`src/rtl/hazard_ctrl_unit.sv`:
```
// rtl/hazard_ctrl_unit.sv - 5-stage pipeline hazard controller (load-use, branch flush, memory wait)
// HAZARD_PERF_EN builds the saturating stall/flush performance counters
module hazard_ctrl_unit #(
   parameter int REG_AW      = 5,
   parameter int OPC_W       = 6,
   parameter int RTYPE_OPC   = 0,
   parameter int LOAD_LAT    = 1,
   parameter int BR_PENALTY  = 1,
   parameter int MEM_TIMEOUT = 15,
   parameter int CNT_W       = 16
) (
   input  logic              clk,
   input  logic              rst_n,
   input  logic              IDEX_MemRead,
   input  logic [REG_AW-1:0] IDEXregRt,
   input  logic              EXMEM_MemRead,
   input  logic [REG_AW-1:0] EXMEMregRt,
   input  logic [REG_AW-1:0] IFIDregRs,
   input  logic [REG_AW-1:0] IFIDregRt,
   input  logic [OPC_W-1:0]  IDopcode,
   input  logic              EX_BranchTaken,
   input  logic              MEM_Req,
   input  logic              MEM_Ready,
   output logic              PCWrite,
   output logic              IFIDWrite,
   output logic              IDEXWrite,
   output logic              EXMEMWrite,
   output logic              controlmux,
   output logic              IFIDFlush,
   output logic              IDEXFlush,
   output logic              MemTimeout,
   output logic [CNT_W-1:0]  StallCount,
   output logic [CNT_W-1:0]  FlushCount
);

   typedef enum logic [1:0] {S_RUN, S_FLUSH, S_WAIT} state_t;

   localparam logic       LAT2     = (LOAD_LAT >= 2);
   localparam logic [2:0] REM_LOAD = 3'(BR_PENALTY - 1);
   localparam logic [7:0] TMO      = 8'(MEM_TIMEOUT);

   state_t     r_state, w_next;
   logic [2:0] r_rem, w_rem_next;
   logic [7:0] r_wait, w_wait_next;
   logic       r_timeout, w_timeout_next;

   logic w_rtype, w_hit_ex, w_hit_mem, w_lu, w_freeze, w_flushing;

   assign w_rtype   = (IDopcode == OPC_W'(RTYPE_OPC));
   assign w_hit_ex  = IDEX_MemRead && (IDEXregRt != '0) &&
                      ((IDEXregRt == IFIDregRs) || (w_rtype && (IDEXregRt == IFIDregRt)));
   assign w_hit_mem = EXMEM_MemRead && (EXMEMregRt != '0) &&
                      ((EXMEMregRt == IFIDregRs) || (w_rtype && (EXMEMregRt == IFIDregRt)));
   assign w_lu      = w_hit_ex | (LAT2 & w_hit_mem);
   assign w_freeze  = MEM_Req & ~MEM_Ready;
   // Leaving WAIT resumes whichever of RUN/FLUSH was interrupted, judged by the preserved count.
   assign w_flushing = (r_state == S_FLUSH) || ((r_state == S_WAIT) && (r_rem != 3'd0));

   always_comb begin
      w_next         = r_state;
      w_rem_next     = r_rem;
      w_wait_next    = 8'd0;
      w_timeout_next = r_timeout;
      PCWrite        = 1'b1;
      IFIDWrite      = 1'b1;
      IDEXWrite      = 1'b1;
      EXMEMWrite     = 1'b1;
      controlmux     = 1'b1;
      IFIDFlush      = 1'b0;
      IDEXFlush      = 1'b0;
      if (w_freeze) begin
         PCWrite     = 1'b0;
         IFIDWrite   = 1'b0;
         IDEXWrite   = 1'b0;
         EXMEMWrite  = 1'b0;
         w_next      = S_WAIT;
         w_wait_next = (r_wait == TMO) ? TMO : r_wait + 8'd1;
         if (r_wait >= TMO - 8'd1)
            w_timeout_next = 1'b1;
      end else if (EX_BranchTaken) begin
         IFIDFlush  = 1'b1;
         IDEXFlush  = 1'b1;
         w_rem_next = REM_LOAD;
         w_next     = (REM_LOAD != 3'd0) ? S_FLUSH : S_RUN;
      end else if (w_flushing) begin
         IFIDFlush  = 1'b1;
         w_rem_next = r_rem - 3'd1;
         w_next     = (r_rem == 3'd1) ? S_RUN : S_FLUSH;
      end else begin
         w_next = S_RUN;
         if (w_lu) begin
            PCWrite    = 1'b0;
            IFIDWrite  = 1'b0;
            controlmux = 1'b0;
         end
      end
      // Outputs must read as idle for the whole reset window, whatever the inputs do.
      if (!rst_n) begin
         PCWrite    = 1'b1;
         IFIDWrite  = 1'b1;
         IDEXWrite  = 1'b1;
         EXMEMWrite = 1'b1;
         controlmux = 1'b1;
         IFIDFlush  = 1'b0;
         IDEXFlush  = 1'b0;
      end
   end

   always_ff @(posedge clk or negedge rst_n) begin
      if (!rst_n) begin
         r_state   <= S_RUN;
         r_rem     <= 3'd0;
         r_wait    <= 8'd0;
         r_timeout <= 1'b0;
      end else begin
         r_state   <= w_next;
         r_rem     <= w_rem_next;
         r_wait    <= w_wait_next;
         r_timeout <= w_timeout_next;
      end
   end

   assign MemTimeout = r_timeout;

`ifdef HAZARD_PERF_EN
   logic [CNT_W-1:0] r_stall_cnt, r_flush_cnt;

   always_ff @(posedge clk or negedge rst_n) begin
      if (!rst_n) begin
         r_stall_cnt <= '0;
         r_flush_cnt <= '0;
      end else begin
         if (!PCWrite && (r_stall_cnt != {CNT_W{1'b1}}))
            r_stall_cnt <= r_stall_cnt + CNT_W'(1);
         if (IFIDFlush && (r_flush_cnt != {CNT_W{1'b1}}))
            r_flush_cnt <= r_flush_cnt + CNT_W'(1);
      end
   end

   assign StallCount = r_stall_cnt;
   assign FlushCount = r_flush_cnt;
`else
   assign StallCount = '0;
   assign FlushCount = '0;
`endif

endmodule
```
`config.mk`:
```
export PLATFORM = sky130hd
export DESIGN_NAME = hazard_ctrl_unit
export DESIGN_NICKNAME = d
export VERILOG_FILES = /design/src/rtl/hazard_ctrl_unit.sv
export SDC_FILE = /design/constraint.sdc
export NUM_CORES = 1
export LEC_CHECK = 0
export CAP_MARGIN = 0
export CORE_MARGIN = 8
export CORE_UTILIZATION = 39
export CTS_CLUSTER_DIAMETER = 40
export CTS_CLUSTER_SIZE = 30
export DETAILED_ROUTE_END_ITERATION = 12
export PLACE_DENSITY = 0.86
export SYNTH_ARGS = -nofsm -noshare
export SYNTH_HDL_FRONTEND = slang
export SYNTH_SLANG_ARGS = --single-unit
```
`constraint.sdc`:
```
create_clock -name clk -period 4.05 [get_ports clk]
set_clock_uncertainty 0.05 [all_clocks]
set_input_delay 0.405 -clock clk [delete_from_list [all_inputs] [get_ports clk]]
set_output_delay 0.405 -clock clk [all_outputs]
set_load 0.01 [all_outputs]
```
# After elaboration in Yosys (flattened, before gate mapping)
# Cells that the tools add are included.
[word_totals]
in_bits = 33
output_inout_bits = 40
word_cells = 52
regBits = 14
[classes]
n_lt_le_gt_ge = 1
reduce_logical = 12
n_eq_ne = 6
n_bitwise = 3
n_addsub = 2
mux = 24
[ops]
columns = ["operator", "count"]
rows = [
  ["1-bit 2-to-1 mux", 19],
  ["8-bit 2-to-1 mux", 2],
  ["5-bit equality test", 2],
  ["8-bit by 1-bit adder with 8-bit output (second input constant)", 1],
  ["8-bit by 4-bit equality test with 1-bit output (second input constant)", 1],
  ["8-bit by 4-bit greater-or-equal comparator with 1-bit output (second input constant)", 1],
  ["6-bit logical NOT", 1],
  ["3-bit 2-to-1 mux", 2],
  ["5-bit nonzero test", 1],
  ["1-bit logical AND", 4],
  ["2-bit AND reduction", 2],
  ["3-bit by 1-bit equality test with 1-bit output (second input constant)", 1],
  ["3-bit nonzero test", 1],
  ["3-bit by 1-bit subtractor with 3-bit output (second input constant)", 1],
  ["2-bit by 1-bit equality test with 1-bit output (second input constant)", 1],
  ["2-bit equality test (second input constant)", 1],
  ["1-bit logical OR", 2],
  ["2-bit 2-to-1 mux", 1],
  ["1-bit inverter", 2],
  ["2-bit nonzero test", 1],
  ["1-bit bitwise AND", 1],
]

# Depth between registers and ports, before layout
[logic_depth]
depth_word = 9
mapped_depth = 8
depth_no_buf = 7

# Worst setup path before layout
# No wires, ideal clock.
[synth_path]
path_type = "input -> output"
from = "input port IDEXregRt[0]"
to = "output port PCWrite"
n_path_buf = 1
stages = 5
t_arrival_ps = 1593
path_slack_ps = 2002
t_required_ps = 3595
cell_sequence = "or3_1 -> o311a_1 -> o211a_1 -> a21oi_1 -> buf_4"
[synth_between]
elab_chain_len = 9
word_cells_on_any_way = 12
classes_between = "eq/ne (2); mux (5); reduce/logical (5)"
[synth_lines]
columns = ["element", "line_no", "rtl"]
rows = [
  ["start, declared", "15", "input logic [REG_AW-1:0] IDEXregRt,"],
  ["5-bit equality test", "51", "((IDEXregRt == IFIDregRs) || (w_rtype && (IDEXregRt == IFIDregRt)));"],
  ["1-bit logical AND", "51", ""],
  ["1-bit logical OR", "51", ""],
  ["1-bit logical AND *", "50", "assign w_hit_ex = IDEX_MemRead && (IDEXregRt != '0) &&"],
  ["1-bit 2-to-1 mux * (5 in series)", "-", ""],
  ["end, declared", "24", "output logic PCWrite,"],
]
# Every way passes the cells marked *; elsewhere a longest branch is shown, timed or not.

# Final worst setup path
[layout_path]
from = "input port IDEXregRt[0]"
to = "output port PCWrite"
[layout_between]
elab_chain_len = 9
word_cells_on_any_way = 12
classes_between = "eq/ne (2); mux (5); reduce/logical (5)"
[layout_lines]
columns = ["element", "line_no", "rtl"]
rows = [
  ["5-bit equality test", "51", ""],
  ["1-bit logical AND", "51", ""],
  ["1-bit logical OR", "51", ""],
  ["1-bit logical AND *", "50", ""],
  ["1-bit 2-to-1 mux *", "91", "if (w_lu) begin"],
  ["1-bit 2-to-1 mux *", "85", "end else if (w_flushing) begin"],
  ["1-bit 2-to-1 mux *", "80", "end else if (EX_BranchTaken) begin"],
  ["1-bit 2-to-1 mux *", "71", "if (w_freeze) begin"],
  ["1-bit 2-to-1 mux *", "98", "if (!rst_n) begin"],
]
# Marks and branches as above.

==> run_results.csv <==
group,metric,value,unit
routing,wl_per_cell,11.90,um
yosys,ys_types,31,
die,rows,19,
global_route,grt_pass1_vias,917,
global_route,grt_max_degree,20,
die,core,2758,um^2
placement,io_buffers,34,
global_route,antenna_found_initial,0,
sta,tightest_slew,0.4947,ns
setup_path,critical_path.endpoint_type,"output port",
clocking,cts_buffers,3,
sta,period_minus_slack,2.883,ns
routing,num_vias,888,
setup_path,cp_cell_sequence,"clkdlybuf4s50_1 -> or3_1 -> o311a_1 -> o211a_1 -> a21oi_1 -> clkdlybuf4s50_1",
clocking,h-tree-depth,1,
yosys,ys_seq_area_frac,0.3097,
clocking,post-cts-setup-buffers,0,
yosys,synth_top_area_share,0.3097,
yosys,ys_top_cells_by_count,"buf_4, dfrtp_1, a21oi_1, xnor2_1, xor2_1",
yosys,yosys_warnings,0,
cells_and_area,nFillCells,276,
clocking,clock-root-buffer,"clkbuf_4",
cells_and_area,seq_area,350.3,um^2
placement,hpwl,1988,um
routing,drc,0,
yosys,synth_area_leaders,"dfrtp_1, buf_4, ha_1, xnor2_1, a21oi_1",
placement,place_congestion,0.7327,
die,die_h,69.86,um
sta,hold_viol,0,
yosys,synthCells,129,
sta,finalCritPeriodShare,0.7118,
hold_path,hp-class,"primary input to asynchronous set/reset pin",
yosys,synth_edf_count,0,
setup_path,cp_num_buf_inv,2,
yosys,yosysMostFrequentCell,"buf_4",
status,status,"complete, no violations",
flow_run,maxCapViolCount,0,
die,ioPinCount,73,
sta,setup_tns,0,ns
die,dieArea,4880,um^2
sta,setup_viol,0,
routing,first_iter_violations,18,
clocking,cts_tree,"yes",
yosys,dominantRegCellSynth,"dfrtp_1",
yosys,yosys.area.top_type,"dfrtp_1",
routing,via_per_inst,4.577,
setup_path,slowest_delay,0.57,ns
setup_path,crit_path_frequent_cell,"clkdlybuf4s50_1",
die,die_width,69.86,um
yosys,synth.avg_cell_area,8.768,um^2
yosys,syn_area,1131,um^2
cells_and_area,num_antenna_cells,0,
sta,slew_viol_final,0,
die,initial_core_util,0.4102,
setup_path,cp_max_fo,3,
yosys,synth_async_sr_flop_share,1.000,
setup_path,cp.arrival,2.43,ns
setup_path,crit_required,3.60,ns
sta,rsz0062_at_grt,"no",
global_route,grt.total_usage,0.09686,
pwr,pwr_density_cell,287.3,nW/um^2
clocking,path_clk_slew,0.07,ns
global_route,grt.overflow.total,0,
sta,slew_headroom,0.6672,
cells_and_area,layout-drive-gt1-share,0.03681,
routing,drt_pass1_iterations,4,
setup_path,worst_path_max_delay_cell,"clkdlybuf4s50_1",
cells_and_area,num-nets-final,203,
global_route,grt_pass1_wl,4043,um
setup_path,path_class,"primary input to output port",
routing,wl,2309,um
routing,antenna_left,0,
clocking,clkSinkCount,14,
cells_and_area,multi_input_area,619.3,um^2
clocking,hold_buffers,0,
pwr,ir_drop,0.0001628,V
clocking,clock_latency,0.28,ns
yosys,synth-seq-cells,14,
setup_path,cp_top_family,"buffers and inverters",
clocking,cts_buffer_depth,2,
setup_path,regToRegSetupSlack,2.44,ns
pwr,leakage,0.6355,nW
sta,max_freq,346.9,MHz
cells_and_area,fin_util,0.5068,
clocking,cts_resized,0,
cells_and_area,syn_to_final_growth,23.56,%
setup_path,crit_path_start_kind,"primary input",
[cell usage in the layout, fill, tap and decap left out, types with 4 or more instances in the layout]
cell type        count
nor2b_1              4
xor2_1               6
clkdlybuf4s50_1     34
xnor2_1              7
dfrtp_1             14
nor2_1               5
ha_1                 5
conb_1              32
inv_1                5
nand2_1              5
a21oi_1             11
[final timing paths]
path	start	end	depth (start not counted)
hold reg to reg	MemTimeout	MemTimeout	1
setup / recovery	IDEXregRt[0]	PCWrite	6
setup reg to reg	r_rem[0]	r_rem[1]	7
hold / removal	rst_n	r_wait[6]	2
min in group clk	MemTimeout	MemTimeout	1
max in group asynchronous	rst_n	r_rem[0]	2
[cell families after synthesis]
logic type      after synthesis  share of synthesized area
mux                           1                   0.008850
flops                        14                     0.3097
other cells                   1                   0.003315
xor+xnor                     13                     0.1007
buf+inv                      40                     0.2456
compound gates               20                     0.1029
fa+ha+maj                     5                    0.05531
simple gates                 35                     0.1737
[worst reg2reg max path, cell delays in order, from the launching register on]
cell and delay (ns):
dfrtp_1 0.41, inv_1 0.11, ha_1 0.16, nand2b_1 0.05, a21oi_1 0.30, nor2b_1 0.27, o21ai_0 0.10, o21ai_1 0.08
[power by group]
part           leakage [nW]  total, mW  switching (mW)  internal [mW]
sequential            0.191      0.172          0.0139          0.158
combinational         0.431      0.155          0.0780         0.0765
clock                0.0138     0.0753          0.0408         0.0345
total                 0.636      0.402           0.133          0.269
[area by class of cell]
| type | count | share of cell area |
|---|---|---|
| inverter | 5 | 0.01343 |
| tap | 31 | 0.02775 |
| sequential | 14 | 0.2507 |
| timing repair buffer | 35 | 0.2489 |
| multi-input combinational | 106 | 0.4432 |
| clock buffer | 3 | 0.01611 |
[flip-flops by register name (all words and copies together), names as in the netlist]
register / count
r_wait: 8
r_rem: 3
r_state: 2
MemTimeout: 1
[per-stage QoR]
step	setup slack [ns]	hold slack, ns	cell area, um^2	total power [mW]	cells
3_3_place_gp	1.150	0.4138	1375	0.3267	191
2_1_floorplan	2.002	0.05941	1247	0.2945	160
3_5_place_dp	1.152	0.4187	1375	0.3298	191
6_report	1.167	0.4051	1398	0.4016	194
5_1_grt	1.052	0.4160	1398	0.4421	194
4_1_cts	1.137	0.4145	1398	0.4050	194
[layer usage]
metal / part of all wire / GRT usage / up-vias
met2: 0.48 / 0.1513 / 40
met5: 0 / 0 / -
met1: 0.41 / 0.1094 / 401
li1: - / - / 443
met3: 0.097 / 0.04379 / 4
met4: 0.016 / 0.04688 / 0
(Power assumes the default switching activity.)
